$ cat config.mk
export PLATFORM = sky130hd
export DESIGN_NAME = reset_sequencer_flat
export DESIGN_NICKNAME = d
export VERILOG_FILES = /design/src/rtl/reset_sequencer_if.sv /design/src/rtl/reset_sequencer.sv /design/src/flat_wrapper.sv
export SDC_FILE = /design/constraint.sdc
export NUM_CORES = 1
export LEC_CHECK = 0
export BUFFER_PORTS_ARGS = -buffer_cell sky130_fd_sc_hd__buf_2
export CAP_MARGIN = 20
export CORE_ASPECT_RATIO = 0.6
export CORE_UTILIZATION = 50
export DETAILED_ROUTE_END_ITERATION = 16
export MAX_ROUTING_LAYER = met4
export PLACE_DENSITY_LB_ADDON = 0.2
export SLEW_MARGIN = 10
export SYNTH_ARGS = -nofsm -noshare
export SYNTH_HDL_FRONTEND = slang
export SYNTH_SLANG_ARGS = --single-unit
$ cat constraint.sdc
create_clock -name clk -period 2.3 [get_ports clk]
set_input_delay 0.115 -clock clk [delete_from_list [all_inputs] [get_ports clk]]
set_output_delay 0.115 -clock clk [all_outputs]
set_load 0.02 [all_outputs]
$ cat src/rtl/reset_sequencer_if.sv
// reset_sequencer_if
//   Bundles the sequencer's control/status signals between the reset
//   sequencer and the subsystems/software it serves.
//   master : the sequencer (drives per-stage resets and status)
//   slave  : subsystems and software (drive ready flags and re-sequence request)
//   Signals: sw_reset_req, stage_ready[N_STAGES], stage_reset_n[N_STAGES],
//            seq_done, busy, sw_reset_ack, timeout_err, err_stage[IDX_W]
interface reset_sequencer_if #(
    parameter int N_STAGES = 4
);
    localparam int IDX_W = (N_STAGES > 1) ? $clog2(N_STAGES) : 1;

    logic                sw_reset_req;
    logic [N_STAGES-1:0] stage_ready;
    logic [N_STAGES-1:0] stage_reset_n;
    logic                seq_done;
    logic                busy;
    logic                sw_reset_ack;
    logic                timeout_err;
    logic [IDX_W-1:0]    err_stage;

    modport master (
        input  sw_reset_req, stage_ready,
        output stage_reset_n, seq_done, busy, sw_reset_ack, timeout_err, err_stage
    );

    modport slave (
        output sw_reset_req, stage_ready,
        input  stage_reset_n, seq_done, busy, sw_reset_ack, timeout_err, err_stage
    );
endinterface

$ cat src/rtl/reset_sequencer.sv
// reset_sequencer
//   Releases N_STAGES subsystem resets one at a time after the board reset.
//   Each stage is held HOLD_CYCLES cycles, released, and must report ready
//   before the next stage starts its hold. A software re-sequence request
//   (req/ack) is accepted only in RUN.
// Ports
//   clk        : clock
//   a_reset_n  : asynchronous active-low board reset
//   seq_if     : reset_sequencer_if.master (ready/request in, resets/status out)
// Optional feature
//   RST_SEQ_WDT_EN : ready watchdog. When defined, a stage that does not report
//   ready within TIMEOUT_CYCLES edges of release sets the sticky timeout_err,
//   records err_stage and the sequence continues. When undefined, WAIT_RDY
//   waits forever and timeout_err/err_stage are tied to 0.
//
// state        | meaning
// -------------+-----------------------------------------------------------
// ST_RST       | board reset active or not yet synchronised; all held
// ST_HOLD      | stage idx_q held in reset for HOLD_CYCLES cycles
// ST_WAIT_RDY  | stage idx_q released, waiting for its ready flag
// ST_RUN       | all stages released and ready
// ST_SW_ASSERT | software re-sequence: all stages held for HOLD_CYCLES
module reset_sequencer #(
    parameter int N_STAGES       = 4,
    parameter int HOLD_CYCLES    = 16,
    parameter int TIMEOUT_CYCLES = 1024
) (
    input  logic                 clk,
    input  logic                 a_reset_n,
    reset_sequencer_if.master    seq_if
);
    localparam int IDX_W   = (N_STAGES > 1) ? $clog2(N_STAGES) : 1;
    localparam int CNT_MAX = (HOLD_CYCLES > TIMEOUT_CYCLES) ? HOLD_CYCLES : TIMEOUT_CYCLES;
    localparam int CNT_W   = $clog2(CNT_MAX + 1);

    localparam logic [CNT_W-1:0] HOLD_TC  = CNT_W'(HOLD_CYCLES - 1);
    localparam logic [CNT_W-1:0] CNT_SAT  = CNT_W'(CNT_MAX);
    localparam logic [IDX_W-1:0] LAST_IDX = IDX_W'(N_STAGES - 1);

    typedef enum logic [2:0] {
        ST_RST,
        ST_HOLD,
        ST_WAIT_RDY,
        ST_RUN,
        ST_SW_ASSERT
    } state_t;

    logic [1:0]          sync_q;
    logic                sync_rise;
    state_t              state_q;
    logic [IDX_W-1:0]    idx_q;
    logic [CNT_W-1:0]    cnt_q;
    logic                sw_origin_q;
    logic [N_STAGES-1:0] stage_reset_n_q;
    logic                seq_done_q;
    logic                busy_q;
    logic                sw_reset_ack_q;
    logic                ready_sel;
    logic                wdt_expire;

    always_ff @(posedge clk or negedge a_reset_n) begin
        if (!a_reset_n) begin
            sync_q <= '0;
        end else begin
            sync_q <= {sync_q[0], 1'b1};
        end
    end

    // The FSM leaves RST on the same edge that the synchroniser output goes
    // high, so the first hold period starts together with the synchronised
    // reset release rather than one cycle after it.
    assign sync_rise = sync_q[0] & ~sync_q[1];

    // Ready of unreleased stages never matters: only the stage under test
    // is looked at, and only while waiting for it.
    assign ready_sel = seq_if.stage_ready[idx_q];

`ifdef RST_SEQ_WDT_EN
    localparam logic [CNT_W-1:0] WDT_TC = CNT_W'(TIMEOUT_CYCLES - 1);
    logic             timeout_err_q;
    logic [IDX_W-1:0] err_stage_q;

    assign wdt_expire = (cnt_q == WDT_TC);
`else
    assign wdt_expire = 1'b0;
`endif

    always_ff @(posedge clk or negedge a_reset_n) begin
        if (!a_reset_n) begin
            state_q         <= ST_RST;
            idx_q           <= '0;
            cnt_q           <= '0;
            sw_origin_q     <= 1'b0;
            stage_reset_n_q <= '0;
            seq_done_q      <= 1'b0;
            busy_q          <= 1'b1;
            sw_reset_ack_q  <= 1'b0;
`ifdef RST_SEQ_WDT_EN
            timeout_err_q   <= 1'b0;
            err_stage_q     <= '0;
`endif
        end else begin
            sw_reset_ack_q <= 1'b0;
            // Saturating counter; every state entry below reloads it to 0.
            if (cnt_q != CNT_SAT) begin
                cnt_q <= cnt_q + CNT_W'(1);
            end
            case (state_q)
                ST_RST: begin
                    if (sync_rise) begin
                        state_q <= ST_HOLD;
                        idx_q   <= '0;
                        cnt_q   <= '0;
                    end
                end
                ST_HOLD: begin
                    if (cnt_q == HOLD_TC) begin
                        stage_reset_n_q[idx_q] <= 1'b1;
                        state_q                <= ST_WAIT_RDY;
                        cnt_q                  <= '0;
                    end
                end
                ST_WAIT_RDY: begin
                    if (ready_sel || wdt_expire) begin
`ifdef RST_SEQ_WDT_EN
                        if (!ready_sel) begin
                            timeout_err_q <= 1'b1;
                            err_stage_q   <= idx_q;
                        end
`endif
                        cnt_q <= '0;
                        if (idx_q == LAST_IDX) begin
                            state_q    <= ST_RUN;
                            seq_done_q <= 1'b1;
                            busy_q     <= 1'b0;
                            if (sw_origin_q) begin
                                sw_reset_ack_q <= 1'b1;
                                sw_origin_q    <= 1'b0;
                            end
                        end else begin
                            idx_q   <= idx_q + IDX_W'(1);
                            state_q <= ST_HOLD;
                        end
                    end
                end
                ST_RUN: begin
                    if (seq_if.sw_reset_req) begin
                        state_q         <= ST_SW_ASSERT;
                        stage_reset_n_q <= '0;
                        seq_done_q      <= 1'b0;
                        busy_q          <= 1'b1;
                        sw_origin_q     <= 1'b1;
                        cnt_q           <= '0;
`ifdef RST_SEQ_WDT_EN
                        timeout_err_q   <= 1'b0;
                        err_stage_q     <= '0;
`endif
                    end
                end
                ST_SW_ASSERT: begin
                    if (cnt_q == HOLD_TC) begin
                        state_q <= ST_HOLD;
                        idx_q   <= '0;
                        cnt_q   <= '0;
                    end
                end
                default: begin
                    state_q <= ST_RST;
                end
            endcase
        end
    end

    assign seq_if.stage_reset_n = stage_reset_n_q;
    assign seq_if.seq_done      = seq_done_q;
    assign seq_if.busy          = busy_q;
    assign seq_if.sw_reset_ack  = sw_reset_ack_q;
`ifdef RST_SEQ_WDT_EN
    assign seq_if.timeout_err   = timeout_err_q;
    assign seq_if.err_stage     = err_stage_q;
`else
    assign seq_if.timeout_err   = 1'b0;
    assign seq_if.err_stage     = '0;
`endif
endmodule

$ cat src/flat_wrapper.sv
// flat-port wrapper written by rule: the top's interface ports become plain ports
module reset_sequencer_flat 
#(
    parameter int N_STAGES       = 4,
    parameter int HOLD_CYCLES    = 16,
    parameter int TIMEOUT_CYCLES = 1024
)
  (clk, a_reset_n, seq_if_sw_reset_req, seq_if_stage_ready, seq_if_stage_reset_n, seq_if_seq_done, seq_if_busy, seq_if_sw_reset_ack, seq_if_timeout_err, seq_if_err_stage);
  reset_sequencer_if #(.N_STAGES(N_STAGES)) seq_if_i ();
  input  logic clk;
  input  logic a_reset_n;
  input wire logic [$bits(seq_if_i.sw_reset_req)-1:0] seq_if_sw_reset_req;
  input wire logic [$bits(seq_if_i.stage_ready)-1:0] seq_if_stage_ready;
  output wire logic [$bits(seq_if_i.stage_reset_n)-1:0] seq_if_stage_reset_n;
  output wire logic [$bits(seq_if_i.seq_done)-1:0] seq_if_seq_done;
  output wire logic [$bits(seq_if_i.busy)-1:0] seq_if_busy;
  output wire logic [$bits(seq_if_i.sw_reset_ack)-1:0] seq_if_sw_reset_ack;
  output wire logic [$bits(seq_if_i.timeout_err)-1:0] seq_if_timeout_err;
  output wire logic [$bits(seq_if_i.err_stage)-1:0] seq_if_err_stage;
  assign seq_if_i.sw_reset_req = seq_if_sw_reset_req;
  assign seq_if_i.stage_ready = seq_if_stage_ready;
  assign seq_if_stage_reset_n = seq_if_i.stage_reset_n;
  assign seq_if_seq_done = seq_if_i.seq_done;
  assign seq_if_busy = seq_if_i.busy;
  assign seq_if_sw_reset_ack = seq_if_i.sw_reset_ack;
  assign seq_if_timeout_err = seq_if_i.timeout_err;
  assign seq_if_err_stage = seq_if_i.err_stage;
  reset_sequencer #(.N_STAGES(N_STAGES), .HOLD_CYCLES(HOLD_CYCLES), .TIMEOUT_CYCLES(TIMEOUT_CYCLES)) u_core (.clk(clk), .a_reset_n(a_reset_n), .seq_if(seq_if_i));
endmodule
* After elaboration in Yosys (flattened, before gate mapping)
Index checks and enable logic that the tools add are counted.
** Word-level totals
- Register bits :: 26
- Latch bits :: 0
- Memory bits (writable) :: 0
- Bits in read-only memories :: 0
- Input bits :: 7
- Output and inout bits :: 10
- Logic and storage cells :: 77
- Memories kept :: 0
** Operators by class
- Add/sub/neg operators :: 2
- Multipliers :: 0
- Divide/modulo/power cells :: 0
- Order comparisons :: 2
- Equal/unequal tests :: 14
- Shift operators :: 0
- Mux-type cells :: 37
- Bitwise logic cells :: 3
- Reductions and logical operators :: 10
** Operators with widths (number)
- $mux 11 :: 5
- $pmux 11 s4 :: 1
- $mux 3 :: 5
- $pmux 3 s5 :: 1
- $mux 1 :: 12
- $add 11x1->11 const B :: 1
- $eq 11x4->1 const B :: 1
- $ne 11x11->1 const B :: 1
- $mux 2 :: 5
- $ne 2x1->1 const B :: 5
- $reduce_and 5->1 :: 2
- $mux 4 :: 2
- $pmux 4 s2 :: 1
- $eq 3x2->1 const B :: 2
- $pmux 2 s3 :: 1
- $ne 2x2->1 const B :: 2
- $or 4x4->4 :: 1
- $pmux 1 s2 :: 2
- $reduce_and 4->1 :: 1
- $reduce_bool 2->1 :: 2
- $eq 3x1->1 const B :: 1
- $eq 3x3->1 const B :: 1
- $logic_not 3->1 :: 1
- $lt 2x3->1 const B :: 1
- other kinds (11) :: 11

* Depth between registers and ports, before layout
- Depth in word-level cells :: 7
- Mapped depth :: 6
- Depth with buffers taken out :: 6

* Worst setup path before layout
Ideal clock, no wire load.
- Kind :: reg2reg
- From :: register u_core.idx_q[0]
- To :: register u_core.seq_done_q, in the netlist u_core.seq_if.seq_done
- Library setup time :: 0.119 ns
- Arrival :: 1.454 ns
- Required time :: 2.181 ns
- Path slack :: 0.727 ns
- Cell stages (with the launch flop) :: 5
- Buffers on the path :: 0
- Period minus slack after synthesis :: 1.573 ns
- Cell sequence :: dfrtp_1 > mux4_2 > and2_4 > and4b_1 > o21a_1
** Between the ends
- Word-level cells in the longest chain between the ends :: 4
- Elaborated cells between the ends (all ways) :: 6
- Classes of those cells :: 3 x eq/ne; 2 x mux; 1 x reduce/logical
** Ends and longest elaborated chain
- from (decl) :: RTL line reset_sequencer.sv:51 : logic [IDX_W-1:0] idx_q;
- from (signal assigned) :: RTL line reset_sequencer.sv:141 : idx_q <= idx_q + IDX_W'(1);
- $bmux 1 s2 :: RTL line reset_sequencer.sv:76 : assign ready_sel = seq_if.stage_ready[idx_q];
- $mux 1 (not written as such) :: RTL line reset_sequencer.sv:76
- $ne 2x1->1 (no line)
- $reduce_and 4->1 (no line) (*)
- to (signal assigned) :: RTL line reset_sequencer.sv:95 : seq_done_q <= 1'b0;
- to (signal assigned) :: RTL line reset_sequencer.sv:134 : seq_done_q <= 1'b1;
- to (signal assigned) :: RTL line reset_sequencer.sv:150 : seq_done_q <= 1'b0;
- to (decl) :: RTL line reset_sequencer.sv:55 : logic seq_done_q;
Every way passes the cells marked *; elsewhere a longest branch is shown, timed or not. The select of a mux whose other input is x is not followed.
A chain may end at the register's enable or synchronous reset.

* Worst setup path in the final report
- From :: register u_core.state_q[2]
- To :: register u_core.cnt_q[2]
** Between the ends
- Word-level cells in the longest chain between the ends :: 3
- Elaborated cells between the ends (all ways) :: 7
- Classes of those cells :: 4 x eq/ne; 1 x mux; 2 x reduce/logical
** Ends and longest elaborated chain
- from (decl) :: RTL line reset_sequencer.sv:50 : state_t state_q;
- from (signal assigned) :: RTL line reset_sequencer.sv:90 : state_q <= ST_RST;
- from (signal assigned) :: RTL line reset_sequencer.sv:111 : state_q <= ST_HOLD;
- from (signal assigned) :: RTL line reset_sequencer.sv:119 : state_q <= ST_WAIT_RDY;
- $eq 3x1->1 or $eq 3x3->1 (tied branches) :: RTL line reset_sequencer.sv:108 : case (state_q)
- $reduce_or 2->1 (no line)
- $pmux 11 s4 (*) :: RTL line reset_sequencer.sv:108
- to (signal assigned) :: RTL line reset_sequencer.sv:106 : cnt_q <= cnt_q + CNT_W'(1);
- to (decl) :: RTL line reset_sequencer.sv:52 : logic [CNT_W-1:0] cnt_q;
Every way passes the cells marked *; elsewhere a longest branch is shown, timed or not.

==> summary.md <==
| Metric | Value |
|---|---|
| Outcome | `complete, no violations` |
| Vias in the first global route | `940` |
| Pin count of the biggest net entering global routing | `27` |
| Worst EP arrival | `1.95 ns` |
| HPWL after detailed placement | `1880 um` |
| Die height | `42.9 um` |
| Worst VDD drop | `roughly 0.00076 V` |
| Setup Skew | `0.00219 ns` |
| Mean post-synth cell area | `between 10 and 15 um2` |
| FF-to-FF Start | `u_core.state_q[2]` |
| Pins over their slew limit | `0` |
| Crit end category | `register` |
| Power Total | `1660 uW` |
| R2r setup slk | `between 0.4 and 0.5 ns` |
| Warnings, synthesis | `0` |
| Post-synthesis register bit count | `26` |
| Reg2reg path depth | `4` |
| WL final | `2440 um` |
| Worst path slowest cell | `dfrtp_1` |
| Critical path type | `register to register` |
| GP Congestion | `around 0.77` |
| Post-Syn Instances | `129` |
| Diode count | `0` |
| Remaining DRCs | `0` |
| Clock Latency Late Sink | `0.26 ns` |
| HP Class | `input port to register` |
| RR Endpoint | `u_core.cnt_q[2]` |
| Vias | `951` |
| TNS Setup | `0 ns` |
| Grt ovf | `0` |
| Sequential cell area | `652 um2` |
| Sequential share of the synthesized area | `roughly 47%` |
| Synth Area in Adders | `5.40%` |
| # nets final | `157` |
| Drt via density | `5.43` |
| Xor/xnor cell area share of the yosys netlist | `between 5 and 6%` |
| Synth top area cells | `dfrtp_1 (45%), ha_1 (5.4%), nor2_1 (4.0%)` |
| Num CTS Buffers | `3` |
| Core area | `approximately 2600 um2` |
| PwrDens | `1090 nW/um2` |
| DRT iter0 DRCs | `between 50 and 60` |
| Top achievable clock speed | `550 MHz` |
| Clock transition at path regs | `roughly 0.08 ns` |
| H-tree Lvls | `1` |
| Worst-Margin Slew | `between 0.5 and 0.6 ns` |
| Root Buffer | `clkbuf_8` |
| Post-synthesis mux area share | `~2.3%` |
| Critical Path RT | `between 2 and 2.5 ns` |
| RSZ-0062 raised after global routing | `false` |
| Biggest area consumer among synthesized cells | `dfrtp_1` |
| Starting density of the core | `54.0%` |
| Die area | `~3000 um2` |
| Wire per inst | `13.9 um` |
| Largest family of logic cells by synthesized area | `simple AND/OR/NAND/NOR gates` |
| CP cell instances | `or3b_1 > o21a_1 > a2bb2oi_2 > nor2_1` |
| Hold_sp | `seq_if_sw_reset_req` |
| Synth cell types | `44` |
| Critical Path Max Stage Delay | `0.49 ns` |
| Post-synthesis compound-gate area fraction | `11.0%` |
| Post-synthesis cell area | `1390 um2` |
| Num ports | `17` |
| ANT nets after route | `0` |
| Synth-to-layout area growth | `9.71%` |
| Synth top area share | `45.0%` |
| Max Buffers Root-to-Sink | `2` |
| Max_slew headroom | `between 60 and 70%` |
| PortBufs | `13` |
| Share of cells above drive strength 1 | `between 15 and 20%` |
| Critical path launch point type | `register` |
| Max Cap Viol | `0` |
| Setup Buffers After CTS | `0` |
| Drt pass-1 iters | `4` |
| Worst Hold Path EP | `u_core.state_q[1]` |
| GRT Total Usage | `19.6%` |
| Final Hold Viols | `0` |
| Clock Sinks | `26` |
| P_leak | `between 0.0007 and 0.0008 uW` |
| Crit path max fanout | `11` |
| CTS tree | `done` |
| Period utilization | `79.0%` |
| Hold Path Stages | `3` |
| Post-Synth Simple-Gate Area | `23.0%` |
| Final worst path period need | `1.82 ns` |
| Setup Viol. Count Final | `0` |
| Multi-input logic area | `674 um2` |
| # rows | `14` |
| Die width | `70.1 um` |
| Initial antenna violation count | `0` |
| Global-route wire length before repair | `4330 um` |
| Fillers | `224` |
| Post-CTS sizing | `0` |
==> repair_timing <==
action / 4_1_cts / 5_1_grt
hold buffers: 1 / 0
endpoints found under the hold margin: 25 / 0
setup endpoints to repair: 0 / 0
==> per-layer routing <==
layer | track usage (%) | vias to the layer above | wire length, um
li1 | - | 477 | -
met1 | 26.5 | 456 | 1280
met2 | 29.8 | 18 | 1040
met3 | 5.70 | 0 | 111
met4 | 4.00 | 0 | 0
met5 | - | - | 0
==> area by class of cell <==
| type | count | area share [%] |
|---|---|---|
| clock buffer | 4 | 3.61 |
| inverter | 8 | 1.97 |
| multi-input combinational | 91 | 44.2 |
| sequential | 26 | 42.7 |
| tap | 32 | 2.62 |
| timing repair buffer | 14 | 4.92 |
==> cell usage in the layout (no fill, tap or decap), drive strengths merged, types with 2 or more instances in the layout <==
master   netlist  routed
inv            8       8
xnor2          4       4
and4b          2       2
and2           2       2
ha             6       6
conb           2       4
nor2          15      15
nand3          5       5
clkbuf         1       4
nand4          5       5
nand2          6       6
dfrtp         25      25
nor4           2       2
o22ai          2       2
o21ai          3       3
a2bb2oi        2       2
buf            5      13
a22o           4       4
nor3           2       2
o21a           2       2
nor2b          2       2
xor2           5       5
a31oi          2       2
==> where the power goes <==
part	switching, uW	total [uW]	internal [uW]
combinational	319	586	267
clock	130	283	153
sequential	195	788	593
==> cell families after synthesis <==
family / after synthesis
xor+xnor: 9
simple gates: 50
mux: 2
fa+ha+maj: 6
compound gates: 20
other cells: 2
buf+inv: 14
flops: 26
==> worst max-delay path, delay by kind of cell (launching register included) <==
| family | cells | cell delay [ns] |
|---|---|---|
| flip-flops | 1 | 0.49 |
| AO/OA/AOI/OAI | 2 | 0.64 |
| AND/OR/NAND/NOR | 2 | 0.56 |
==> Yosys cell counts, drive strengths merged <==
cell / instances
nand2b: 1
dfstp: 1
a22o: 4
dfrtp: 25
nand4: 5
clkbuf: 1
nor3b: 1
xnor2: 4
o311ai: 1
nor4b: 1
and3: 1
nor2b: 2
nor4: 2
or2: 1
a21oi: 1
o21ai: 3
a21o: 1
ha: 6
o31a: 1
buf: 5
and3b: 1
nor2: 15
o22ai: 2
and2: 2
xor2: 5
and4b: 2
mux4: 1
or3b: 1
and4: 1
nand3: 5
nand2: 6
o21a: 2
o2111ai: 1
conb: 2
inv: 8
nand4b: 1
mux2i: 1
a2bb2oi: 2
a31oi: 2
nor3: 2
==> state kept, by name (all words and copies together), names as in the netlist <==
| name | cells |
|---|---|
| u_core.cnt_q | 11 |
| u_core.seq_if.stage_reset_n | 4 |
| u_core.seq_if.busy | 1 |
| u_core.idx_q | 2 |
| u_core.state_q | 3 |
| u_core.sw_origin_q | 1 |
| u_core.seq_if.seq_done | 1 |
| u_core.seq_if.sw_reset_ack | 1 |
| u_core.sync_q | 2 |
==> worst max path at each step <==
stage / from / endpoint / slack, ns / cells past startpoint
2_1_floorplan: u_core.idx_q[0] / u_core.seq_if.seq_done / 0.73 / 4
3_3_place_gp: u_core.state_q[2] / u_core.cnt_q[5] / 0.54 / 4
3_5_place_dp: u_core.state_q[2] / u_core.cnt_q[6] / 0.48 / 4
4_1_cts: u_core.state_q[2] / u_core.cnt_q[2] / 0.48 / 4
5_1_grt: u_core.cnt_q[5] / u_core.cnt_q[3] / 0.36 / 4
6_report: u_core.state_q[2] / u_core.cnt_q[2] / 0.48 / 4
==> through the flow <==
stage,utilization (%),area (um2),cells,setup slack (ns),hold slack [ns]
2_1_floorplan,-,1400,131,0.727,-0.181
5_1_grt,59.3,1530,175,0.363,0.240
3_3_place_gp,56.8,1460,170,0.541,0.137
6_report,59.3,1530,175,0.483,0.229
4_1_cts,59.3,1530,175,0.481,0.219
3_5_place_dp,56.8,1460,170,0.481,0.143
(Power assumes the default switching activity.)
